**config.mk**
```make
export PLATFORM = sky130hd
export DESIGN_NAME = gcd_engine
export DESIGN_NICKNAME = d
export VERILOG_FILES = /design/src/rtl/gcd_pkg.sv /design/src/rtl/gcd_datapath.sv /design/src/rtl/gcd_engine.sv
export SDC_FILE = /design/constraint.sdc
export NUM_CORES = 1
export LEC_CHECK = 0
export ABC_CLOCK_PERIOD_IN_PS = 3250
export CAP_MARGIN = 20
export CORE_MARGIN = 4
export CORE_UTILIZATION = 45
export CTS_CLUSTER_DIAMETER = 80
export DETAILED_ROUTE_END_ITERATION = 6
export PLACE_DENSITY_LB_ADDON = 0.05
export SLEW_MARGIN = 20
export SYNTH_ARGS = -nofsm -noshare
export SYNTH_HDL_FRONTEND = slang
export SYNTH_SLANG_ARGS = --single-unit
```
**constraint.sdc**
```tcl
create_clock -name clk -period 3.25 [get_ports clk]
set_input_delay 0.8125 -clock clk [delete_from_list [all_inputs] [get_ports clk]]
set_output_delay 0.8125 -clock clk [all_outputs]
set_load 0.02 [all_outputs]
```
**src/rtl/gcd_pkg.sv**
```systemverilog
// ============================================================================
// Module   : gcd_pkg
// Brief    : Shared types and constants for the gcd_engine block.
// Revision : 1.0 - initial release
// ============================================================================
`default_nettype none

package gcd_pkg;

    typedef enum logic [2:0] {
        IDLE    = 3'd0,
        SUBT    = 3'd1,
        SWAP    = 3'd2,
        BSHIFT  = 3'd3,
        BREDUCE = 3'd4,
        DONE    = 3'd5
    } gcd_state_t;

    localparam logic GCD_MODE_SUB = 1'b0;
    localparam logic GCD_MODE_BIN = 1'b1;

    // Datapath operation issued by the FSM each cycle.
    typedef enum logic [2:0] {
        DP_HOLD     = 3'd0,
        DP_LOAD     = 3'd1,
        DP_SUB_AB   = 3'd2,
        DP_SUB_BA   = 3'd3,
        DP_SWAP     = 3'd4,
        DP_SHR_BOTH = 3'd5,
        DP_SHR_A    = 3'd6,
        DP_SHR_B    = 3'd7
    } dp_op_t;

    function automatic int gcd_k_width(input int width);
        return $clog2(width) + 1;
    endfunction

endpackage

`default_nettype wire

```
**src/rtl/gcd_datapath.sv**
```systemverilog
// ============================================================================
// Module   : gcd_datapath
// Brief    : A/B operand registers, shared power-of-two count k, comparator,
//            subtractors and shifters. Binary-only parts need GCD_BINARY_EN.
// Revision : 1.0 - initial release
// ============================================================================
`default_nettype none

module gcd_datapath
    import gcd_pkg::*;
#(
    parameter int WIDTH = 32
) (
    input  logic             clk,
    input  logic             reset,
    input  logic [2:0]       op,
    input  logic [WIDTH-1:0] a_in,
    input  logic [WIDTH-1:0] b_in,
    output logic             a_eq_b,
    output logic             a_lt_b,
    output logic             a_even,
    output logic             b_even,
    output logic [WIDTH-1:0] gcd_val
);

    logic [WIDTH-1:0] a_q, a_d;
    logic [WIDTH-1:0] b_q, b_d;

    assign a_eq_b = (a_q == b_q);
    assign a_lt_b = (a_q < b_q);
    assign a_even = ~a_q[0];
    assign b_even = ~b_q[0];

`ifdef GCD_BINARY_EN
    localparam int K_W = gcd_k_width(WIDTH);

    logic [K_W-1:0] k_q, k_d;

    // Common factors of two stripped in BSHIFT are restored here.
    assign gcd_val = a_q << k_q;

    always_ff @(posedge clk) begin
        if (reset) begin
            k_q <= '0;
        end else begin
            k_q <= k_d;
        end
    end
`else
    assign gcd_val = a_q;
`endif

    always_comb begin
        a_d = a_q;
        b_d = b_q;
`ifdef GCD_BINARY_EN
        k_d = k_q;
`endif
        case (op)
            DP_LOAD: begin
                a_d = a_in;
                b_d = b_in;
`ifdef GCD_BINARY_EN
                k_d = '0;
`endif
            end
            DP_SUB_AB: a_d = a_q - b_q;
            DP_SUB_BA: b_d = b_q - a_q;
            DP_SWAP: begin
                a_d = b_q;
                b_d = a_q;
            end
`ifdef GCD_BINARY_EN
            DP_SHR_BOTH: begin
                a_d = a_q >> 1;
                b_d = b_q >> 1;
                k_d = k_q + 1'b1;
            end
            DP_SHR_A: a_d = a_q >> 1;
            DP_SHR_B: b_d = b_q >> 1;
`endif
            default: ;
        endcase
    end

    always_ff @(posedge clk) begin
        if (reset) begin
            a_q <= '0;
            b_q <= '0;
        end else begin
            a_q <= a_d;
            b_q <= b_d;
        end
    end

endmodule

`default_nettype wire

```
**src/rtl/gcd_engine.sv**
```systemverilog
// ============================================================================
// Module   : gcd_engine
// Brief    : Parametrised GCD unit, subtractive or binary (Stein) algorithm,
//            with busy, zero-operand error flag and saturating cycle counter.
// Config   : define GCD_BINARY_EN to build the binary algorithm (mode=1).
// Revision : 1.0 - initial release
// ============================================================================
`default_nettype none

module gcd_engine
    import gcd_pkg::*;
#(
    parameter int WIDTH = 32,
    parameter int CNT_W = 16
) (
    input  logic             clk,
    input  logic             reset,
    input  logic             start,
    input  logic             mode,
    input  logic [WIDTH-1:0] a_in,
    input  logic [WIDTH-1:0] b_in,
    output logic [WIDTH-1:0] result,
    output logic             done,
    output logic             busy,
    output logic             err,
    output logic [CNT_W-1:0] cycles
);

    gcd_state_t       state_q, state_d;
    logic [WIDTH-1:0] result_q, result_d;
    logic             err_q, err_d;
    logic [CNT_W-1:0] cycles_q, cycles_d;

    dp_op_t           dp_op;
    logic             a_eq_b;
    logic             a_lt_b;
    logic             a_even;
    logic             b_even;
    logic [WIDTH-1:0] gcd_val;
    logic             in_compute;

    gcd_datapath #(
        .WIDTH (WIDTH)
    ) u_datapath (
        .clk     (clk),
        .reset   (reset),
        .op      (dp_op),
        .a_in    (a_in),
        .b_in    (b_in),
        .a_eq_b  (a_eq_b),
        .a_lt_b  (a_lt_b),
        .a_even  (a_even),
        .b_even  (b_even),
        .gcd_val (gcd_val)
    );

`ifndef GCD_BINARY_EN
    logic unused_bin;
    assign unused_bin = ^{mode, a_even, b_even};
`endif

    assign in_compute = (state_q == SUBT) || (state_q == SWAP) ||
                        (state_q == BSHIFT) || (state_q == BREDUCE);

    always_comb begin
        state_d  = state_q;
        result_d = result_q;
        err_d    = err_q;
        cycles_d = cycles_q;
        dp_op    = DP_HOLD;

        if (in_compute && (cycles_q != {CNT_W{1'b1}})) begin
            cycles_d = cycles_q + 1'b1;
        end

        case (state_q)
            IDLE, DONE: begin
                if (start) begin
                    dp_op    = DP_LOAD;
                    cycles_d = '0;
                    err_d    = 1'b0;
                    if ((a_in == '0) && (b_in == '0)) begin
                        result_d = '0;
                        err_d    = 1'b1;
                        state_d  = DONE;
                    end else if (a_in == '0) begin
                        result_d = b_in;
                        state_d  = DONE;
                    end else if (b_in == '0) begin
                        result_d = a_in;
                        state_d  = DONE;
                    end else begin
`ifdef GCD_BINARY_EN
                        state_d = (mode == GCD_MODE_BIN) ? BSHIFT : SUBT;
`else
                        state_d = SUBT;
`endif
                    end
                end
            end
            SUBT: begin
                if (a_eq_b) begin
                    result_d = gcd_val;
                    state_d  = DONE;
                end else if (a_lt_b) begin
                    state_d = SWAP;
                end else begin
                    dp_op = DP_SUB_AB;
                end
            end
            SWAP: begin
                dp_op   = DP_SWAP;
                state_d = SUBT;
            end
`ifdef GCD_BINARY_EN
            BSHIFT: begin
                if (a_even && b_even) begin
                    dp_op = DP_SHR_BOTH;
                end else begin
                    state_d = BREDUCE;
                end
            end
            BREDUCE: begin
                if (a_even) begin
                    dp_op = DP_SHR_A;
                end else if (b_even) begin
                    dp_op = DP_SHR_B;
                end else if (a_eq_b) begin
                    result_d = gcd_val;
                    state_d  = DONE;
                end else if (!a_lt_b) begin
                    dp_op = DP_SUB_AB;
                end else begin
                    dp_op = DP_SUB_BA;
                end
            end
`endif
            default: state_d = IDLE;
        endcase
    end

    always_ff @(posedge clk) begin
        if (reset) begin
            state_q  <= IDLE;
            result_q <= '0;
            err_q    <= 1'b0;
            cycles_q <= '0;
        end else begin
            state_q  <= state_d;
            result_q <= result_d;
            err_q    <= err_d;
            cycles_q <= cycles_d;
        end
    end

    assign result = result_q;
    assign done   = (state_q == DONE);
    assign busy   = in_compute;
    assign err    = err_q;
    assign cycles = cycles_q;

endmodule

`default_nettype wire
```
==> impl_metrics.json <==
{
  "clockRootBuffer": "clkbuf_16",
  "layout.cells.most_common_list": "nor2_1 (130), dfxtp_1 (116), clkdlybuf4s50_1 (116)",
  "ant_nets": 0,
  "worst_setup_path_start_kind": "flop",
  "post-cts-setup-buffers": 0,
  "first_global_vias": 7890,
  "post_cts_hold_buffer_count": 0,
  "clkSlewWorstSetupHoldPaths_ns": 0.06,
  "setup_viol": 0,
  "area_growth_syn_to_layout_pct": 27.4,
  "drive_above_1_share_pct": 12.5,
  "netSwitchingFraction_pct": 48.6,
  "post-route-cell-area_mm2": 0.0107,
  "detail_route.drc_violations": 0,
  "pin_count": 119,
  "synth_nets": 1211,
  "seq_total_area_yosys_pct": 27.6,
  "postCtsResizedCells": 0,
  "critical_path.endpoint_type": "flop",
  "grt_util_met1_pct": 38.0,
  "critical_path_arrival_ns": 3.33,
  "detailed_router_s_first_iteration_violation_count": 732,
  "top_usage_layer": "met2",
  "placedInstanceArea_mm2": 0.0101,
  "die_y_um": 145,
  "die-area_mm2": 0.0210,
  "synth-edff-count": 0,
  "tritoncts_num_sinks": 116,
  "finalWorstPathRequiredPeriod_ns": 3.05,
  "drt-vias-per-instance": 5.83,
  "grt_use_total_pct": 26.9,
  "timing.final.crit_share_pct": 93.8,
  "clock_latency_ns": 0.43,
  "nets": 1347,
  "grt_overflow_total": 0,
  "antennaDiodeCount": 0,
  "outcome": "finished, final reports clean",
  "setup_repair_after_global_routing_missed_its_margin": "false",
  "place.gp.congestion": 0.947,
  "place.port_buffers": 117,
  "tightest_slew_ns": 0.995,
  "p_int_mw": 5.83,
  "synth-seq-cells": 116,
  "initial_antenna_violation_count": 0,
  "cts.htree.levels": 4,
  "initial_utilization_pct": 46.3,
  "power.sequential.fraction_pct": 18.8,
  "synth-warning-count": 0,
  "final.setup.tns_ns": 0,
  "drv.max_cap_violation_count": 0,
  "power_switching_mw": 5.50,
  "pwr-share-clk_pct": 17.5,
  "power-per-cell-area_mw_per_mm2": 1060,
  "vdd.ir_drop.worst_v": 0.000498,
  "power.share.combinational_pct": 63.7,
  "routed_wl_um": 28200,
  "layout.cells.most_common": "nor2_1",
  "synth_area_per_cell_um2": 7.81,
  "worst_hold_path_type": "reg -> reg",
  "finClkSkew_ns": 0.00719,
  "cts_tree": "built",
  "detail_route.wl_per_cell_um": 19.3,
  "crit_type": "reg -> reg",
  "timing.fmax_mhz": 328,
  "drt_first_pass_iters": 5,
  "hold_viol": 0,
  "fp.dieW_um": 145,
  "power.leakage_nw": 4.34,
  "cp_max_fo": 11,
  "route.vias.total": 8500,
  "maximum_number_of_pins_on_one_net_before_global_route_repair": 63,
  "met3_grt_util_pct": 4.44,
  "ys_dominant_reg_cell": "dfxtp_1",
  "placementRows": 49,
  "final-max-slew-violation-count": 0,
  "numCtsBuffers": 17,
  "slew-limit-headroom_pct": 33.7,
  "netlist_area_mm2": 0.00842,
  "worst_ep_required_time_ns": 3.53,
  "postSynthCellCount": 1079,
  "cts.path.max_buffers": 2,
  "synthArstFlopShare_pct": 0,
  "met2_capacity_usage_during_global_routing_pct": 41.4,
  "hpwlAfterDp_um": 21000,
  "grt_pass1_wl_um": 43800,
  "distinct_cells_synth": 76,
  "floorplan.core_area_mm2": 0.0182
}
==> critical path, cell delays in order, from the launching register on <==
cell      delay, ns
dfxtp_1        0.42
inv_1          0.07
ha_1           0.47
a21oi_1        0.22
o21ai_0        0.27
a21oi_1        0.15
o311ai_4       0.38
o21a_1         0.30
buf_4          0.24
nor3_1         0.07
a221oi_1       0.26
nor2_1         0.06
==> layout make-up <==
| cell class | instances | area, um2 |
|---|---|---|
| multi-input combinational | 807 | 5390 |
| inverter | 77 | 289 |
| clock inverter | 15 | 183 |
| fill | 1740 | 7480 |
| tap | 229 | 287 |
| clock buffer | 17 | 425 |
| timing repair buffer | 196 | 1840 |
| sequential | 116 | 2320 |
==> registers in the layout (all words and copies together) (netlist names) <==
signal	count
u_datapath.b_q	32
result	32
cycles	16
err	1
state_q	3
u_datapath.gcd_val	32
==> power by group through the flow <==
| stage | logic, mW | registers [mW] | clock network (mW) |
|---|---|---|---|
| finish | 7.22 | 2.14 | 1.98 |
| global route | 7.91 | 2.19 | 2.06 |
| CTS | 7.10 | 2.13 | 2.01 |
| detailed placement | 7.05 | 2.16 | 0 |
| global placement | 7.00 | 2.15 | 0 |
| floorplan | 5.11 | 2.07 | 0 |
==> path summary, 6_finish.rpt <==
kind	from	slack, ns	cells after the start	end
hold / removal	err$_SDFFE_PP0P_	0.45	2	err$_SDFFE_PP0P_
setup reg to reg	u_datapath.gcd_val[17]$_SDFFE_PP0P_	0.20	11	u_datapath.gcd_val[18]$_SDFFE_PP0P_
hold reg to reg	err$_SDFFE_PP0P_	0.45	2	err$_SDFFE_PP0P_
setup / recovery	u_datapath.gcd_val[17]$_SDFFE_PP0P_	0.20	11	u_datapath.gcd_val[18]$_SDFFE_PP0P_
==> synth_stat cells (all sizes together), types with 23 or more instances <==
cell type	count	share of area (%)
a211oi	50	5.4
a21o	40	3.6
a21oi	49	3.0
a22oi	53	4.7
a311oi	35	3.6
buf	23	1.8
clkbuf	52	3.1
dfxtp	116	28
ha	63	9.4
inv	77	3.4
nand2	116	5.3
nand4	24	2.2
nor2	136	6.2
o21ai	55	3.3
==> layer usage <==
metal	up-vias	part of all wire, %	wire length, um
li1	4139	-	-
met1	4014	46	13000
met2	295	45	12700
met3	52	6.4	1810
met4	0	2.7	757
met5	-	0	0
==> cell families after synthesis <==
family	Yosys count	share of synthesized area [%]
flops	116	27.6
mux	10	1.20
xor+xnor	35	3.64
buf+inv	156	8.87
compound gates	329	28.2
simple gates	369	20.9
fa+ha+maj	64	9.60
==> through the flow <==
stage | std cells | hold slack (ns) | worst slack (ns) | total power [mW] | util (%)
2_1_floorplan | 1079 | 0.472 | 0.456 | 7.18 | -
3_3_place_gp | 1425 | 0.445 | 0.00991 | 9.15 | 55.5
3_5_place_dp | 1425 | 0.448 | 0.0486 | 9.20 | 55.5
4_1_cts | 1457 | 0.456 | 0.157 | 11.2 | 58.9
5_1_grt | 1457 | 0.473 | 0.0355 | 12.2 | 58.9
6_report | 1457 | 0.455 | 0.203 | 11.3 | 58.9
Note: power is estimated with default switching activity, not from simulation.
